<file path="src/rtl/full_adder_cell.sv">
// WIDTH-bit ripple-carry adder built from per-bit full-adder cells, with a valid-qualified registered copy.
// Optional overflow outputs (ovf, ovf_q) are enabled by defining FULL_ADDER_CELL_OVF_EN.
module full_adder_cell #(
  parameter int unsigned WIDTH = 1
) (
  input  logic             clk,
  input  logic             rst,
  input  logic             in_valid,
  input  logic [WIDTH-1:0] a,
  input  logic [WIDTH-1:0] b,
  input  logic             c_in,
  output logic [WIDTH-1:0] sum,
  output logic             c_out,
`ifdef FULL_ADDER_CELL_OVF_EN
  output logic             ovf,
  output logic             ovf_q,
`else
  // overflow outputs absent in the default build
`endif
  output logic             out_valid,
  output logic [WIDTH-1:0] sum_q,
  output logic             c_out_q
);

  localparam int unsigned CW = WIDTH + 1;

  // carry[i] is the carry into bit i; carry[WIDTH] is the final carry out
  logic [CW-1:0] carry;

  assign carry[0] = c_in;

  // Ripple chain: one full-adder cell per bit
  for (genvar i = 0; i < WIDTH; i++) begin : g_cell
    logic p;
    logic g;

    assign p            = a[i] ^ b[i];
    assign g            = a[i] & b[i];
    assign sum[i]       = p ^ carry[i];
    assign carry[i + 1] = g | (carry[i] & p);
  end

  assign c_out = carry[WIDTH];

`ifdef FULL_ADDER_CELL_OVF_EN
  // Signed overflow: carry into the MSB differs from carry out of it
  assign ovf = carry[WIDTH] ^ carry[WIDTH - 1];
`else
  // no overflow detection in the default build
`endif

  // Pipelined copy: valid always advances, payload captured only when valid
  always_ff @(posedge clk) begin
    if (rst) begin
      out_valid <= 1'b0;
      sum_q     <= '0;
      c_out_q   <= 1'b0;
`ifdef FULL_ADDER_CELL_OVF_EN
      ovf_q     <= 1'b0;
`endif
    end else begin
      out_valid <= in_valid;
      if (in_valid) begin
        sum_q   <= sum;
        c_out_q <= c_out;
`ifdef FULL_ADDER_CELL_OVF_EN
        ovf_q   <= ovf;
`endif
      end
    end
  end

endmodule

</file>
<file path="config.mk">
export PLATFORM = sky130hd
export DESIGN_NAME = full_adder_cell
export DESIGN_NICKNAME = d
export VERILOG_FILES = /design/src/rtl/full_adder_cell.sv
export SDC_FILE = /design/constraint.sdc
export NUM_CORES = 1
export LEC_CHECK = 0
export CORE_AREA = 4 4 41 43
export CTS_CLUSTER_DIAMETER = 120
export CTS_CLUSTER_SIZE = 16
export DETAILED_ROUTE_END_ITERATION = 16
export DIE_AREA = 0 0 45 47
export PLACE_DENSITY = 0.3
export SLEW_MARGIN = 20
export SYNTH_ARGS = -nofsm -noshare
export SYNTH_HDL_FRONTEND = slang
export SYNTH_SLANG_ARGS = --single-unit
</file>
<file path="constraint.sdc">
create_clock -name clk -period 1.5 [get_ports clk]
set_input_delay 0.3 -clock clk [delete_from_list [all_inputs] [get_ports clk]]
set_output_delay 0.3 -clock clk [all_outputs]
set_load 0.05 [all_outputs]
</file>
==> qor.yml, run 1 <==
cp.arrival_ns: 1.16
max_freq_mhz: 686
coreArea_um2: 1300
post-place-ws_ns: -0.324
chipHeight_um: 47
drc: 0
cp-end-kind: "output port"
yosysSeqAreaShare_pct: 52.7
h-tree-depth: 1
n_antenna_cell: 0
power_uw: 359
critPathMaxFanout: 2
netlist_area_um2: 114
crit_type: "input pin to output port"
firstDrtPassIters: 2
place.gp.congestion: 0.619
clockBufferDepth: 2
grt_pass1_wl_um: 545
yosysWarnings: 0
cts_sinks: 3
drtIter0Drc: 4
slew_violations: 0
yosysUniqueCellTypes: 5
path_clk_slew_ns: 0.04
postSynthAreaPerCell_um2: 12.7
clock_skew_ns: 0
outcome: "complete, no violations"
layoutNonFillerInstCount: 40
grtUsageMet2_pct: 5.08
min_path_type: "flop to flop"
maxCapViolCount: 0
min_period_over_period_pct: 97.2
top_usage_layer: "met4"
fin_ws_ns: 0.0417
initial_utilization_pct: 8.75
avgRoutedWirePerCell_um: 8.68
fin_setup_tns_ns: 0
synth_top_area_share_pct: 52.7
ys_ff_latch: 3
power_density_nw_per_um2: 1200
finalNetCount: 33
overflow: 0
grt_max_degree: 4
port_buffers: 10
hpwl_um: 292
clkLatencyLatePin_ns: 0.23
synth_cells: 9
vias_per_cell: 3.10
grt_antenna_before_repair: 0
cts_tree: "built"
cp.required_ns: 1.20
grtUsageMet1_pct: 3.63
grt_setup_unrepaired: "false"
syn_nets: 16
ys_top_cells_by_area: "dfxtp_1, fa_1, mux2i_1"
ir_worst_vdd_v: 0.000328
ant_nets: 0
relSlewSlack_pct: 90.1
cts_root_buffer: "clkbuf_4"
startpoint_type: "input pin"
hold_buffers: 0
first_global_vias: 130
drive_gt1_share_pct: 56.0
final_area_um2: 299
setup_viol_count_final: 0
place_area_um2: 285
p_leak_uw: 0.000133
area_growth_pct: 163
wirelength_um: 347
die_x_um: 45
place_inst: 36
grtUsageMet3_pct: 2.68
num_rows: 13
die_area_um2: 2120
period_needed_ns: 1.46
dr_total_vias: 124
io_pins: 11
cts_buffers: 3
hold_violations: 0
track_usage_pct: 4.66
synth.largest_area_cell: "dfxtp_1"
worstMarginPinSlew_ns: 0.144
[metal layers]
layer / up-vias / part of all wire, %
met3: 2 / 12
li1: 60 / -
met5: - / 0
met2: 10 / 40
met1: 52 / 44
met4: 0 / 4.0
[where the power goes]
part	leakage, uW	total (uW)	switching (uW)	internal (uW)
Combinational	0.0000934	127	62.7	63.9
Sequential	0.0000249	91.5	5.35	86.2
Clock	0.0000150	141	41.5	99.7
Total	0.000133	359	110	250
[worst max-delay path: stages]
cell,delay (ns)
buf_2,0.11
fa_2,0.61
buf_12,0.14
[per-stage QoR]
stage          util (%)  hold WS, ns
6_report           23.0        0.548
5_1_grt            23.0        0.568
3_3_place_gp       21.9        0.550
4_1_cts            23.0        0.557
2_1_floorplan         -        0.372
3_5_place_dp       21.9        0.547
[Yosys cell counts]
library cell	number
dfxtp_1	3
fa_1	1
mux2i_1	2
nor2_1	2
nor2b_1	1
[area by class of cell]
class | count | area [um2]
well taps | 15 | 18.8
multi-input cells | 6 | 56.3
flip-flops and latches | 3 | 60.1
clock buffers | 4 | 26.3
fillers | 141 | 1000
repair buffers | 12 | 138
[path summary, 6_finish.rpt]
path | start | end | slack [ns] | depth (start not counted)
max | c_in | sum | 0.04 | 3
min | c_out_q$_SDFFE_PP0P_ | c_out_q$_SDFFE_PP0P_ | 0.55 | 2
max reg2reg | sum_q$_SDFFE_PP0P_ | sum_q$_SDFFE_PP0P_ | 0.87 | 2
min reg2reg | c_out_q$_SDFFE_PP0P_ | c_out_q$_SDFFE_PP0P_ | 0.55 | 2
[placed cells by master, fill, tap and decap left out, drive strengths merged]
cell / n
nor2: 2
nor2b: 1
clkbuf: 4
mux2i: 2
buf: 10
fa: 1
dfxtp: 3
clkdlybuf4s50: 2
[what timing repair did]
action / in CTS / in global routing
endpoints found under the setup margin: 3 / 0
resized for setup: 13 / 0
setup buffers: 0 / 0
[registers in the layout, indices dropped and copies added (netlist names)]
name	flops
out_valid	1
sum_q	1
c_out_q	1
[logic make-up after synthesis]
kind of cell	count (synthesis)	synth area share [%]
adder cells (fa/ha/maj)	1	17.6
multiplexers	2	17.6
flip-flops	3	52.7
AND/OR/NAND/NOR	3	12.1
Power figures use the tool's default switching activity.
==> inputs of run 2 (changes only) <==
- clock period: 1.5 -> 1.17 ns (I/O delays scaled with it)
==> qor.yml, run 2 (synthesis gave the netlist of run 1 again) <==
outcome: "finished with violations"
violations: "setup timing"
crit_type: "input pin to output port"
ant_nets: 0
grt_antenna_before_repair: 0
min_period_over_period_pct: 111
track_usage_pct: 4.35
post-place-ws_ns: -0.497
clockBufferDepth: 2
fillers: 152
cts_root_buffer: "clkbuf_4"
vias_per_cell: 3.11
place_area_um2: 273
port_buffers: 10
die_area_um2: 2120
relSlewSlack_pct: 90.7
area_growth_pct: 155
firstDrtPassIters: 2
first_global_vias: 140
hold_violations: 0
period_needed_ns: 1.30
cts_tree: "built"
setup_viol_count_final: 1
cp_num_buf_inv: 2
p_int_uw: 312
dr_total_vias: 118
post-cts-setup-buffers: 0
overflow: 0
critical_path.top_delay_family: "adder cells"
drive_gt1_share_pct: 52.2
ir_worst_vdd_v: 0.000450
startpoint_type: "input pin"
fin_ws_ns: -0.125
reg_top3: "c_out_q (1), out_valid (1), sum_q (1)"
grt_setup_unrepaired: "true"
crit_chain: "buf_6 -> fa_2 -> buf_12"
io_pins: 11
avgRoutedWirePerCell_um: 8.18
clock_skew_ns: 0
layout_common_cells: "buf_12, dfxtp_1, clkbuf_4"
place.gp.congestion: 0.565
n_antenna_cell: 0
cp-end-kind: "output port"
finalNetCount: 31
power_uw: 446
pwr-share-comb_pct: 34.0
coreArea_um2: 1300
clkLatencyLatePin_ns: 0.23
path_clk_slew_ns: 0.04
max_freq_mhz: 772
critPathMaxFanout: 2
p_leak_uw: 0.000126
p_switching_uw: 134
h-tree-depth: 1
cts_sinks: 3
reg2reg_slack_ns: 0.54
final_common_cell: "buf_12"
die_x_um: 45
worstMarginPinSlew_ns: 0.136
power_frac_seq_pct: 26.3
cp.required_ns: 0.94
grt_max_degree: 4
grt_pass1_wl_um: 538
maxCapViolCount: 0
final_area_um2: 290
cp.arrival_ns: 1.06
slew_violations: 0
min_path_type: "input pin to flop"
chipHeight_um: 47
critical_path.slowest_cell: "fa_2"
drtIter0Drc: 2
drc: 0
critPathMaxStageDelay_ns: 0.59
power.share.clock_pct: 39.7
wirelength_um: 311
num_rows: 13
power_density_nw_per_um2: 1540
switching_share_pct: 30.0
cts_buffers: 3
initial_utilization_pct: 8.75
run 2: timing repair:
item,in CTS,in global routing
resized for setup,13,0
hold buffers,0,0
endpoints found under the setup margin,3,1
pin swaps,1,0
run 2: layer usage:
layer	up-vias	wire (um)	global-route usage, %	part of all wire, %
li1	58	-	-	-
met5	-	0	0	0
met3	2	35	4.21	11
met1	52	112	3.64	36
met2	6	154	4.52	50
met4	0	8	7.02	2.6
run 2: worst reg2reg max path, cell delays in order, from the launching register on:
cell     delay [ns]
dfxtp_1        0.33
mux2i_1        0.14
nor2_1         0.05
run 2: worst paths after layout:
check                       start                    to  cells past startpoint
max                          c_in                   sum                      3
min                          c_in  c_out_q$_SDFFE_PP0P_                      4
max reg2reg    sum_q$_SDFFE_PP0P_    sum_q$_SDFFE_PP0P_                      2
min reg2reg  c_out_q$_SDFFE_PP0P_  c_out_q$_SDFFE_PP0P_                      2
run 2: power groups by stage:
stage          registers (uW)  logic [uW]  clock network [uW]
3_5_place_dp              119         157                   0
4_1_cts                   118         154                 189
6_report                  118         152                 177
2_1_floorplan             141        53.3                   0
5_1_grt                   118         158                 208
3_3_place_gp              119         157                   0
run 2: stage by stage:
stage	cells	hold WS (ns)	utilization (%)	TNS [ns]
2_1_floorplan	9	0.306	-	-0.0984
3_3_place_gp	34	0.549	21.0	-1.39
3_5_place_dp	34	0.565	21.0	-1.43
4_1_cts	38	0.456	22.3	-0.130
5_1_grt	38	0.469	22.3	-0.138
6_report	38	0.453	22.3	-0.125
run 2: cell type report:
| type | instances | area [um2] | share of cell area [%] |
|---|---|---|---|
| timing repair buffer | 10 | 129 | 44.4 |
| sequential | 3 | 60.1 | 20.7 |
| multi-input combinational | 6 | 56.3 | 19.4 |
| clock buffer | 4 | 26.3 | 9.05 |
| tap | 15 | 18.8 | 6.47 |
==> inputs of run 3 (changes only) <==
==> constraint.sdc (replaced) <==
create_clock -name clk -period 1.17 [get_ports clk]
set_input_delay 0.351 -clock clk [delete_from_list [all_inputs] [get_ports clk]]
set_output_delay 0.351 -clock clk [all_outputs]
set_load 0.05 [all_outputs]
==> qor.yml, run 3 (synthesis gave the netlist of run 1 again) <==
reg2reg_slack_ns: 0.54
critical_path.slowest_cell: "fa_2"
dr_total_vias: 130
area_growth_pct: 171
critical_path.top_delay_family: "adder cells"
power_density_nw_per_um2: 1490
h-tree-depth: 1
fin_setup_tns_ns: -0.544
hold_depth: 2
worstMarginPinSlew_ns: 0.135
hold_start: "sum_q$_SDFFE_PP0P_"
cts_sinks: 3
reg_top3: "c_out_q (1), out_valid (1), sum_q (1)"
cp.required_ns: 0.82
cts_buffers: 3
ant_nets: 0
wirelength_um: 343
die_x_um: 45
crit_start: "c_in"
die_area_um2: 2120
setup_viol_count_final: 2
initial_utilization_pct: 8.75
track_usage_pct: 3.63
clkLatencyLatePin_ns: 0.23
io_pins: 11
n_antenna_cell: 0
startpoint_type: "input pin"
r2r-start: "c_out_q$_SDFFE_PP0P_"
crit_chain: "buf_6 -> fa_2 -> buf_12"
crit_type: "input pin to output port"
hold_end: "sum_q$_SDFFE_PP0P_"
min_path_type: "flop to flop"
max_freq_mhz: 653
num_rows: 13
slew_violations: 0
critPathMaxStageDelay_ns: 0.59
overflow: 0
cp.arrival_ns: 1.18
grt_antenna_before_repair: 0
chipHeight_um: 47
fillers: 153
grt_max_degree: 4
grt_pass1_wl_um: 503
cts_root_buffer: "clkbuf_4"
r2r_cells: 2
r2r-end: "c_out_q$_SDFFE_PP0P_"
ir_worst_vdd_v: 0.000859
hold_violations: 0
avgRoutedWirePerCell_um: 8.58
path_clk_slew_ns: 0.04
drtIter0Drc: 2
cp_num_buf_inv: 2
power_uw: 461
firstDrtPassIters: 4
clockBufferDepth: 2
p_leak_uw: 0.000137
cts_tree: "built"
first_global_vias: 129
finalNetCount: 33
min_period_over_period_pct: 131
hold_buffers: 0
period_needed_ns: 1.53
maxCapViolCount: 0
final_common_cell: "buf_12"
multiInputGateArea_um2: 56.3
grt_setup_unrepaired: "true"
place.gp.congestion: 0.552
coreArea_um2: 1300
outcome: "finished with violations"
critPathMaxFanout: 2
vias_per_cell: 3.25
relSlewSlack_pct: 90.8
cp-end-kind: "output port"
drive_gt1_share_pct: 56.0
seqCellArea_um2: 60.1
violations: "setup timing"
port_buffers: 10
drc: 0
layout_common_cells: "buf_12, dfxtp_1, clkbuf_4"
fin_ws_ns: -0.361
clock_skew_ns: 0
-- run 3: final cells by class --
type | count | share of cell area [%]
flip-flops and latches | 3 | 19.4
multi-input cells | 6 | 18.2
well taps | 15 | 6.07
clock buffers | 4 | 8.50
repair buffers | 12 | 47.8
-- run 3: layer usage --
metal,GRT usage (%),wire (um),up-vias
met5,0,0,-
met4,0,0,0
met3,4.60,29,0
met2,5.37,170,8
met1,3.41,143,61
li1,-,-,61
-- run 3: report_power, final --
part / internal, uW / leakage, uW / total [uW] / switching [uW]
clock: 128 / 0.0000150 / 177 / 49.5
sequential: 111 / 0.0000249 / 118 / 7.27
combinational: 85.7 / 0.0000968 / 166 / 80.5
-- run 3: through the flow --
step	std cells	hold slack (ns)	util (%)	instance area, um2	setup WS [ns]
floorplan	9	0.423	-	116	-0.265
global placement	35	0.553	21.5	280	-0.731
detailed placement	35	0.554	21.5	280	-0.749
CTS	40	0.557	23.8	309	-0.362
global route	40	0.567	23.8	309	-0.374
finish	40	0.551	23.8	309	-0.361
-- run 3: timing repair --
| action | in CTS | in global routing |
|---|---|---|
| setup endpoints to repair | 4 | 2 |
| buffers inserted | 1 | 0 |
| pin swaps | 1 | 0 |
| gates resized for setup | 14 | 0 |
-- run 3: worst max-delay path by stage --
stage               cells past startpoint  slack, ns   to
finish                                  3      -0.36  sum
global route                            3      -0.37  sum
CTS                                     3      -0.36  sum
detailed placement                      3      -0.75  sum
global placement                        3      -0.73  sum
floorplan                               1      -0.26  sum
-- run 3: tightest hold or removal path: cells and delay by family (launching register included) --
kind	cells	cell delay (ns)
mux	1	0.13
simple gates	1	0.05
flops	1	0.32
